<file path="config.mk">
export PLATFORM = sky130hd
export DESIGN_NAME = sync_fifo_thresh
export DESIGN_NICKNAME = d
export VERILOG_FILES = /design/src/rtl/sync_fifo_pkg.sv /design/src/rtl/sync_fifo_ram.sv /design/src/rtl/sync_fifo_thresh.sv
export SDC_FILE = /design/constraint.sdc
export NUM_CORES = 1
export LEC_CHECK = 0
export CAP_MARGIN = 10
export CORE_ASPECT_RATIO = 0.7
export CORE_MARGIN = 2
export CORE_UTILIZATION = 53
export CTS_CLUSTER_DIAMETER = 120
export DETAILED_ROUTE_END_ITERATION = 7
export PLACE_DENSITY_LB_ADDON = 0.05
export SYNTH_ARGS = -nofsm -noshare
export SYNTH_HDL_FRONTEND = slang
export SYNTH_SLANG_ARGS = --single-unit
</file>
<file path="constraint.sdc">
create_clock -name clk -period 2.6 [get_ports clk]
set_input_delay 0.65 -clock clk [delete_from_list [all_inputs] [get_ports clk]]
set_output_delay 0.65 -clock clk [all_outputs]
set_load 0.05 [all_outputs]
</file>
<file path="src/rtl/sync_fifo_pkg.sv">
// Shared constants, types and helpers for the sync_fifo_thresh block.
package sync_fifo_pkg;

   localparam int unsigned DEFAULT_DEPTH = 16;
   localparam int unsigned DEFAULT_WIDTH = 8;

   // The count needs one bit more than the address so that "full" (== depth) is representable
   function automatic int unsigned cnt_width(input int unsigned depth);
      return $clog2(depth) + 1;
   endfunction

   typedef struct packed {
      logic overflow;
      logic underflow;
   } err_flags_t;

endpackage

</file>
<file path="src/rtl/sync_fifo_ram.sv">
// Simple dual-port RAM backing the FIFO.
// Write port is synchronous. The read port is registered by default and becomes
// combinational when SYNC_FIFO_FWFT_EN is defined (first-word fall-through).
module sync_fifo_ram #(
   parameter int unsigned DATA_WIDTH = sync_fifo_pkg::DEFAULT_WIDTH,
   parameter int unsigned DATA_DEPTH = sync_fifo_pkg::DEFAULT_DEPTH,
   parameter int unsigned AW         = $clog2(DATA_DEPTH)
) (
   input  logic                  clk,
   input  logic                  rst_n,
   input  logic                  we,
   input  logic [AW-1:0]         waddr,
   input  logic [DATA_WIDTH-1:0] wdata,
   input  logic                  re,
   input  logic [AW-1:0]         raddr,
   output logic [DATA_WIDTH-1:0] rdata
);

   logic [DATA_WIDTH-1:0] mem [DATA_DEPTH];

   // Storage array has no reset; contents are don't-care until written
   always_ff @(posedge clk) begin
      if (we) mem[waddr] <= wdata;
   end

`ifdef SYNC_FIFO_FWFT_EN
   logic unused_rd;
   assign unused_rd = ^{rst_n, re};

   assign rdata = mem[raddr];
`else
   // Read-before-write: a same-cycle write to raddr does not bypass into rdata
   always_ff @(posedge clk or negedge rst_n) begin
      if (!rst_n) begin
         rdata <= '0;
      end else if (re) begin
         rdata <= mem[raddr];
      end
   end
`endif

endmodule

</file>
<file path="src/rtl/sync_fifo_thresh.sv">
// Single-clock FIFO with occupancy count, almost-full/almost-empty watermarks
// and sticky overflow/underflow flags.
// Optional feature macro: SYNC_FIFO_FWFT_EN (first-word fall-through read path).
module sync_fifo_thresh
   import sync_fifo_pkg::*;
#(
   parameter int unsigned DATA_WIDTH   = DEFAULT_WIDTH,
   parameter int unsigned DATA_DEPTH   = DEFAULT_DEPTH,
   parameter int unsigned ALMOST_FULL  = 14,
   parameter int unsigned ALMOST_EMPTY = 2,
   localparam int unsigned AW          = $clog2(DATA_DEPTH)
) (
   input  logic                  clk,
   input  logic                  rst_n,
   input  logic                  wr_en,
   input  logic [DATA_WIDTH-1:0] data_in,
   input  logic                  rd_en,
   output logic [DATA_WIDTH-1:0] data_out,
   output logic                  data_valid,
   output logic                  full,
   output logic                  empty,
   output logic                  almost_full,
   output logic                  almost_empty,
   output logic [AW:0]           fifo_cnt,
   output logic                  overflow,
   output logic                  underflow,
   input  logic                  clr_err
);

   localparam int unsigned CW = cnt_width(DATA_DEPTH);

   logic [AW-1:0] wr_addr, rd_addr;
   logic [CW-1:0] cnt_q, cnt_d;
   err_flags_t    err_q, err_d;
   logic          wr_acc, rd_acc;

   // Flags decode the registered count directly
   assign full         = (cnt_q == CW'(DATA_DEPTH));
   assign empty        = (cnt_q == '0);
   assign almost_full  = (cnt_q >= CW'(ALMOST_FULL));
   assign almost_empty = (cnt_q <= CW'(ALMOST_EMPTY));

   // A write while full is only safe if a read frees a slot in the same cycle
   assign rd_acc = rd_en & ~empty;
   assign wr_acc = wr_en & (~full | rd_en);

   // Next-state count and sticky error flags (set wins over clear)
   always_comb begin
      cnt_d           = cnt_q + CW'(wr_acc) - CW'(rd_acc);
      err_d.overflow  = (wr_en & ~wr_acc) | (err_q.overflow & ~clr_err);
      err_d.underflow = (rd_en & empty) | (err_q.underflow & ~clr_err);
   end

   // Pointers, count and error flags
   always_ff @(posedge clk or negedge rst_n) begin
      if (!rst_n) begin
         wr_addr <= '0;
         rd_addr <= '0;
         cnt_q   <= '0;
         err_q   <= '0;
      end else begin
         if (wr_acc) wr_addr <= wr_addr + 1'b1;
         if (rd_acc) rd_addr <= rd_addr + 1'b1;
         cnt_q <= cnt_d;
         err_q <= err_d;
      end
   end

   sync_fifo_ram #(
      .DATA_WIDTH (DATA_WIDTH),
      .DATA_DEPTH (DATA_DEPTH),
      .AW         (AW)
   ) u_ram (
      .clk   (clk),
      .rst_n (rst_n),
      .we    (wr_acc),
      .waddr (wr_addr),
      .wdata (data_in),
      .re    (rd_acc),
      .raddr (rd_addr),
      .rdata (data_out)
   );

`ifdef SYNC_FIFO_FWFT_EN
   assign data_valid = ~empty;
`else
   logic valid_q;

   // data_valid marks the cycle after an accepted read
   always_ff @(posedge clk or negedge rst_n) begin
      if (!rst_n) valid_q <= 1'b0;
      else        valid_q <= rd_acc;
   end

   assign data_valid = valid_q;
`endif

   assign fifo_cnt  = cnt_q;
   assign overflow  = err_q.overflow;
   assign underflow = err_q.underflow;

endmodule

</file>
==> results of run 1 <==
==> worst min-delay path, stage by stage, from the launching register on <==
cell and delay [ns]:
dfrtp_1 0.35, nand2_1 0.06, o221ai_1 0.06
==> routing by layer <==
| layer | vias to the layer above | track usage | wire length (um) |
|---|---|---|---|
| met5 | - | 0 | 0 |
| met4 | 0 | 0.0717 | 128 |
| met3 | 9 | 0.0448 | 678 |
| met2 | 82 | 0.312 | 5350 |
| met1 | 1575 | 0.306 | 5590 |
| li1 | 1418 | - | - |
==> final cells by class <==
class / instances / area (sq um)
sequential: 152 / 4450
fill: 736 / 3680
multi-input combinational: 142 / 1630
timing repair buffer: 68 / 606
clock buffer: 17 / 425
tap: 153 / 191
clock inverter: 15 / 116
inverter: 16 / 67.6
==> repair_timing <==
item,4_1_cts,5_1_grt
buffers inserted,0,2
endpoints found under the setup margin,0,1
resized for setup,0,2
==> flip-flops by register name, indices dropped and copies added, names as in the netlist <==
register	flops
u_ram.mem	128
u_ram.rdata	8
fifo_cnt	5
rd_addr	4
wr_addr	4
data_valid	1
overflow	1
underflow	1
==> metrics by stage <==
step	util	worst slack (ns)	instances
after detailed placement	0.619	-0.138	529
final	0.670	0.142	563
after floorplan	-	-0.397	325
after global routing	0.670	0.00439	563
after CTS	0.667	0.0890	561
after global placement	0.619	-0.0593	529
==> power by group <==
part           switching, uW  total [uW]  internal (uW)  leakage [uW]
Sequential               295        3330           3040       0.00144
Combinational           1620        2950           1330      0.000970
Clock                    972        2210           1230      0.000256
==> final timing paths <==
path / slack [ns] / end / cells past startpoint
max: 0.14 / fifo_cnt[1] / 2
min: 0.51 / u_ram.rdata[3]$_DFFE_PN0P_ / 2
max reg2reg: 0.17 / fifo_cnt[4]$_DFF_PN0_ / 14
min reg2reg: 0.51 / u_ram.rdata[3]$_DFFE_PN0P_ / 2
max in group asynchronous: 1.71 / fifo_cnt[0]$_DFF_PN0_ / 2
min in group asynchronous: 0.61 / wr_addr[1]$_DFFE_PN0P_ / 2
==> synth_stat cells <==
master | count | area share
clkbuf_2 | 1 | 0.00081
dfrtp_1 | 24 | 0.097
nor2_1 | 17 | 0.010
buf_1 | 1 | 0.00061
ha_1 | 16 | 0.032
mux2i_1 | 15 | 0.024
clkbuf_1 | 1 | 0.00061
nand2_1 | 20 | 0.012
xnor2_1 | 7 | 0.0099
inv_1 | 15 | 0.0091
inv_2 | 1 | 0.00061
edfxtp_1 | 128 | 0.62
xor2_1 | 2 | 0.0028
o221ai_1 | 7 | 0.0099
o21bai_1 | 1 | 0.0012
nand4bb_1 | 1 | 0.0018
mux4_2 | 29 | 0.11
o21a_1 | 2 | 0.0024
a21oi_1 | 2 | 0.0016
buf_4 | 2 | 0.0024
nand2b_1 | 3 | 0.0030
buf_2 | 6 | 0.0049
a2111oi_2 | 1 | 0.0024
nand3b_1 | 1 | 0.0012
nand2b_2 | 1 | 0.0014
buf_6 | 4 | 0.0073
o32ai_1 | 1 | 0.0014
fa_1 | 1 | 0.0032
nor3_1 | 4 | 0.0032
mux4_1 | 3 | 0.013
nor4b_2 | 1 | 0.0024
o21ai_0 | 2 | 0.0016
nor2b_1 | 2 | 0.0020
a311oi_1 | 1 | 0.0014
nand4_1 | 2 | 0.0020
==> cell families (layout without fill, tap and decap cells) <==
| kind of cell | after synthesis | count (layout) | synth area share |
|---|---|---|---|
| AO/OA/AOI/OAI | 17 | 17 | 0.0221 |
| AND/OR/NAND/NOR | 52 | 52 | 0.0397 |
| adder cells (fa/ha/maj) | 17 | 17 | 0.0357 |
| buffers and inverters | 31 | 116 | 0.0264 |
| multiplexers | 47 | 47 | 0.143 |
| XOR/XNOR | 9 | 9 | 0.0128 |
| flip-flops | 152 | 152 | 0.720 |
==> summary.md, run 1 <==
| Metric | Value |
|---|---|
| Hold_buf cts | 0 |
| Rel. slew slack | 0.605 |
| Die area | 0.0125 sq mm |
| Chip height | ~94 um |
| Max Slew Vio Count | 0 |
| Layout cells sized above 1 | 0.283 |
| CTS buffer count | 17 |
| P_leak | 0.00267 uW |
| Reg-to-reg startpoint | fifo_cnt[2]$_DFF_PN0_ |
| Fin area | 0.00749 sq mm |
| Commonest non-fill, non-tap cell in the layout | edfxtp_1 |
| YS warnings | 0 |
| FP Rows | 32 |
| Placed Area | 0.00691 sq mm |
| Final Power | 8490 uW |
| Fmax | 407 MHz |
| Final clock skew | 0.00774 ns |
| Final Hold Fails | 0 |
| I/O Buffers | 32 |
| Post-synthesis sequential area ratio | 0.720 |
| Router iterations before antenna repair | 4 |
| 1st-iter DRT viols | 132 |
| Setup CP Type | reg2out |
| Peak VDD IR | 0.705 mV |
| Fin nets | ~430 |
| Slew @ Worst Pin | 0.591 ns |
| Routed WL | 11700 um |
| Most frequent cells in the layout | edfxtp_1, buf_4, mux4_2 |
| Worst Hold Class | reg2reg |
| Status | completed |
| Crit path capture type | primary output |
| Synthesized flop and latch total | 152 |
| Post-synthesis cell type count | 35 |
| Vias per cell | 5.48 |
| H-tree Lvls | 4 |
| Clock tree from TritonCTS | done |
| Synthesis-to-layout area growth | 21.4% |
| CP peak stage delay | 0.82 ns |
| Post-route ant nets | 0 |
| Worst hold start | u_ram.rdata[3]$_DFFE_PN0P_ |
| Root Driver | clkbuf_16 |
| CORE AREA | 0.0112 sq mm |
| Initial core utilization | 0.552 |
| RSZ-0062 raised after global routing | false |
| Total track usage | 0.208 |
| Syn Inst Count | 325 |
| Worst-path cell chain | buf_4, clkdlybuf4s50_1 |
| Worst Setup SP | fifo_cnt[1]$_DFF_PN0_ |
| Largest fanout on the critical path | 6 |
| Pin count of the biggest net entering global routing | 28 |
| Hpwl dp | between 7000 and 8000 um |
| Critical-path top delay cell | clkdlybuf4s50_1 |
| Diode count | 0 |
| Die Wd | 133 um |
| Post-Syn Nets | about 360 |
| Clock Path Buffers | 2 |
| Power Density | 1130 mW/mm^2 |
| Hold Slack | 0.506 ns |
| Worst path bufs/invs | 2 |
| Num ports | 33 |
| Vias in the first global route | 3207 |
| Final Critical Period | roughly 2.5 ns |
| WL/cell | about 21 um |
| Clock sink total | 152 |
| Max cap viols | 0 |
| Syn avg cell area | 19.0 sq um |
| GRT overflow | 0 |
| Setup TNS | 0 ns |
| DR DRC count | 0 |
| Clock Latency Late Sink | between 0.4 and 0.5 ns |
| Period Utilization, post-route | 0.945 |
| First-pass GRT wire length | 18500 um |
| Startpoint Class | flip-flop |
| Vias | 3084 |
| Synth Cell Area | 0.00617 sq mm |
| Initial antenna violation count | 0 |
| Worst-path clk slew | 0.06 ns |
| WP data arrival | 1.81 ns |
| RePlAce Congestion | 0.815 |
| Req. time, crit path | around 2.0 ns |
| Top delay family on crit path | buffers and inverters |
| Setup violations, final | 0 |
(Power assumes the default switching activity.)
==> inputs of run 2 (changes only) <==
--- a/config.mk
+++ b/config.mk
@@ -6,12 +6,12 @@
 export NUM_CORES = 1
 export LEC_CHECK = 0
 export CAP_MARGIN = 10
-export CORE_ASPECT_RATIO = 0.7
+export CORE_ASPECT_RATIO = 1.25
 export CORE_MARGIN = 2
 export CORE_UTILIZATION = 53
 export CTS_CLUSTER_DIAMETER = 120
 export DETAILED_ROUTE_END_ITERATION = 7
-export PLACE_DENSITY_LB_ADDON = 0.05
+export PLACE_DENSITY = 0.75
 export SYNTH_ARGS = -nofsm -noshare
 export SYNTH_HDL_FRONTEND = slang
 export SYNTH_SLANG_ARGS = --single-unit
==> run 2 against run 1 <==
  * Via count rose by 0.84%
  * First-iteration DRC count is 25% higher
  * Core utilization decreased by 2.2 points
  * Largest cell class unchanged
==> summary.md, run 2 (synthesis gave the netlist of run 1 again) <==
| Metric | Value |
|---|---|
| Max Slew Vio Count | 0 (unchanged) |
| Slew @ Worst Pin | 0.563 ns (-0.0274 ns) |
| Diode count | 0 (unchanged) |
| Net Switching | 2880 uW (-0.38%) |
| Most frequent cells in the layout | edfxtp_1, buf_4, mux4_2 |
| Wl on met1 | 4390 um (-21%) |
| Commonest non-fill, non-tap cell in the layout | edfxtp_1 |
| Worst hold start | u_ram.rdata[3]$_DFFE_PN0P_ |
| Hpwl dp | 7640 um (-2.1%) |
| Worst path bufs/invs | 4 (+2) |
| Peak VDD IR | 0.646 mV (-8.3%) |
| First-pass GRT wire length | 18000 um (-3.0%) |
| Total track usage | 0.202 (-0.00613) |
| Clock sink total | 152 (unchanged) |
| Router iterations before antenna repair | 4 (unchanged) |
| Worst Setup SP | fifo_cnt[2]$_DFF_PN0_ |
| Max cap viols | 0 (unchanged) |
| Sequential share of power | 0.388 (-0.004) |
| Worst Hold Class | reg2reg |
| Top delay family on crit path | adder cells |
| Post-CTS setup repair buffer count | 0 (unchanged) |
| Worst slack at placement | -0.134 ns (+0.00375 ns) |
| Hold_buf cts | 0 (unchanged) |
| Routed WL | 11400 um (-2.5%) |
| Fmax | 411 MHz (+1.1%) |
| Root Driver | clkbuf_16 |
| Fin nets | 425 (-0.47%) |
| Vias in the first global route | 3214 (+0.22%) |
| Clock power frac | 0.272 (+0.012) |
| Placed Area | 0.00689 sq mm (-0.27%) |
| RR Endpoint | fifo_cnt[4]$_DFF_PN0_ |
| Power Density | 1150 mW/mm^2 (+1.1%) |
| WP data arrival | 2.77 ns (+0.96 ns) |
| Startpoint Class | flip-flop |
| Internal power | 5680 uW (+1.3%) |
| Req. time, crit path | 2.94 ns (+0.99 ns) |
| Post-route ant nets | 0 (unchanged) |
| Initial core utilization | 0.536 (-0.0161) |
| I/O Buffers | 32 (unchanged) |
| Crit path capture type | flip-flop |
| Vias per cell | 5.70 (+4.0%) |
| Hold EP | u_ram.rdata[3]$_DFFE_PN0P_ |
| Clock Latency Late Sink | 0.41 ns (about the same) |
| WL/cell | 21.0 um (+0.49%) |
| Synthesis-to-layout area growth | 20.9% |
| Largest Register | u_ram.mem |
| Initial antenna violation count | 0 (unchanged) |
| Rel. slew slack | 0.623 (+0.0183) |
| Post-Layout Cell Count | 546 (-3.0%) |
| Final Hold Fails | 0 (unchanged) |
| RePlAce Congestion | 0.773 (-5.2%) |
| Final clock skew | 0.0145 ns (+0.00673 ns) |
| Final Critical Period | 2.43 ns (-0.0279 ns) |
| 1st-iter DRT viols | 165 (+25%) |
| Reg-to-reg startpoint | fifo_cnt[2]$_DFF_PN0_ |
| RSZ-0062 raised after global routing | false |
| FP Rows | 44 (+38%) |
| Met3 wire length | 561 um (-17%) |
| Met2 wire len | 6320 um (+18%) |
| CORE AREA | 0.0115 sq mm (+3.0%) |
| Critical-path top delay cell | dfrtp_2 |
| Vias | 3110 (+0.84%) |
| Max reg flops | 128 (unchanged) |
| Clock tree from TritonCTS | done |
| Layout cells sized above 1 | 0.277 (-0.00597) |
| Worst hold path depth | 2 (unchanged) |
| Status | completed |
| DR DRC count | 0 (unchanged) |
| Max layer used | met4 |
| Largest fanout on the critical path | 5 (-1) |
| Placed Instances | 514 (-2.8%) |
| Die area | 0.0125 sq mm (about the same) |
| H-tree Lvls | 4 (unchanged) |
| Pin count of the biggest net entering global routing | 35 (+25%) |
| P_leak | 0.00267 uW (+0.16%) |
| Setup CP Type | reg2reg |
| Worst reg-to-reg setup slack | 0.17 ns (about the same) |
| Die Wd | 101 um (-24%) |
| Post-CTS Resized | 0 (unchanged) |
| Clock Path Buffers | 2 (unchanged) |
| Setup violations, final | 0 (unchanged) |
| Period Utilization, post-route | 0.935 (-0.0107) |
| Power share of the combinational group | 0.339 (-0.009) |
| Worst-path clk slew | 0.07 ns (about the same) |
| Num ports | 33 (unchanged) |
| Fin area | 0.00746 sq mm (-0.35%) |
| CP peak stage delay | 0.45 ns (-0.37 ns) |
| Final worst slack | 0.170 ns (+0.0279 ns) |
| Sw Ratio | 0.336 (-0.00382) |
| CTS buffer count | 17 (unchanged) |
| R2R cell count | 14 (unchanged) |
| GRT overflow | 0 (unchanged) |
| Worst-path cell chain | inv_2, ha_4, nor4b_4, nand2b_4, inv_6, ha_4, inv_2, ha_4, inv_2, fa_2, nor2_1, nor2_1, o21bai_1, xnor2_1 |
| Chip height | 125 um (+32%) |
run 2: cell count changes in the layout (fill, tap and decap cells not counted), sizes merged:
| cell | delta |
|---|---|
| clkinvlp | -2 |
| bufinv | +1 |
| buf | -2 |
| inv | +1 |
run 2: worst reg2reg max path: cells and delay by family, from the launching register on:
family | cells | cell delay, ns
flip-flops | 1 | 0.45
AND/OR/NAND/NOR | 4 | 0.60
AO/OA/AOI/OAI | 1 | 0.16
buffers and inverters | 4 | 0.23
adder cells (fa/ha/maj) | 4 | 0.81
XOR/XNOR | 1 | 0.13
run 2: through the flow:
step / TNS (ns) / util / hold slack [ns] / power, uW
after global placement: -0.0868 / 0.599 / 0.485 / 6210
after floorplan: -0.852 / - / 0.354 / 5410
after detailed placement: -0.134 / 0.599 / 0.486 / 6320
after CTS: 0 / 0.648 / 0.500 / 8660
final: 0 / 0.648 / 0.502 / 8560
after global routing: 0 / 0.648 / 0.526 / 8960
run 2: cell type report:
class                           count  area [sq um]
Clock buffer                       17           425
Inverter                           16          65.1
Sequential cell                   152          4450
Clock inverter                     15           143
Timing Repair Buffer               66           591
Tap cell                          138           173
Fill cell                         776          4050
Multi-Input combinational cell    142          1620
run 2: power by group through the flow:
stage	Combinational, uW	Clock [uW]	Sequential [uW]
detailed placement	2940	0	3370
CTS	2960	2370	3330
finish	2900	2330	3320
floorplan	1800	0	3610
global placement	2860	0	3350
global route	3130	2470	3360
run 2: layer usage:
metal  GRT usage  vias up
met3      0.0595       10
met2       0.347       97
met5           0        -
met4      0.0637        0
li1            -     1412
met1       0.244     1591
run 2: worst max path at each step:
stage	endpoint	slack, ns	depth (start not counted)
2_1_floorplan	fifo_cnt[4]$_DFF_PN0_	-0.40	14
3_3_place_gp	fifo_cnt[4]$_DFF_PN0_	-0.09	12
3_5_place_dp	fifo_cnt[4]$_DFF_PN0_	-0.13	12
4_1_cts	fifo_cnt[4]$_DFF_PN0_	0.12	14
5_1_grt	fifo_cnt[4]$_DFF_PN0_	0.01	14
6_report	fifo_cnt[4]$_DFF_PN0_	0.17	14
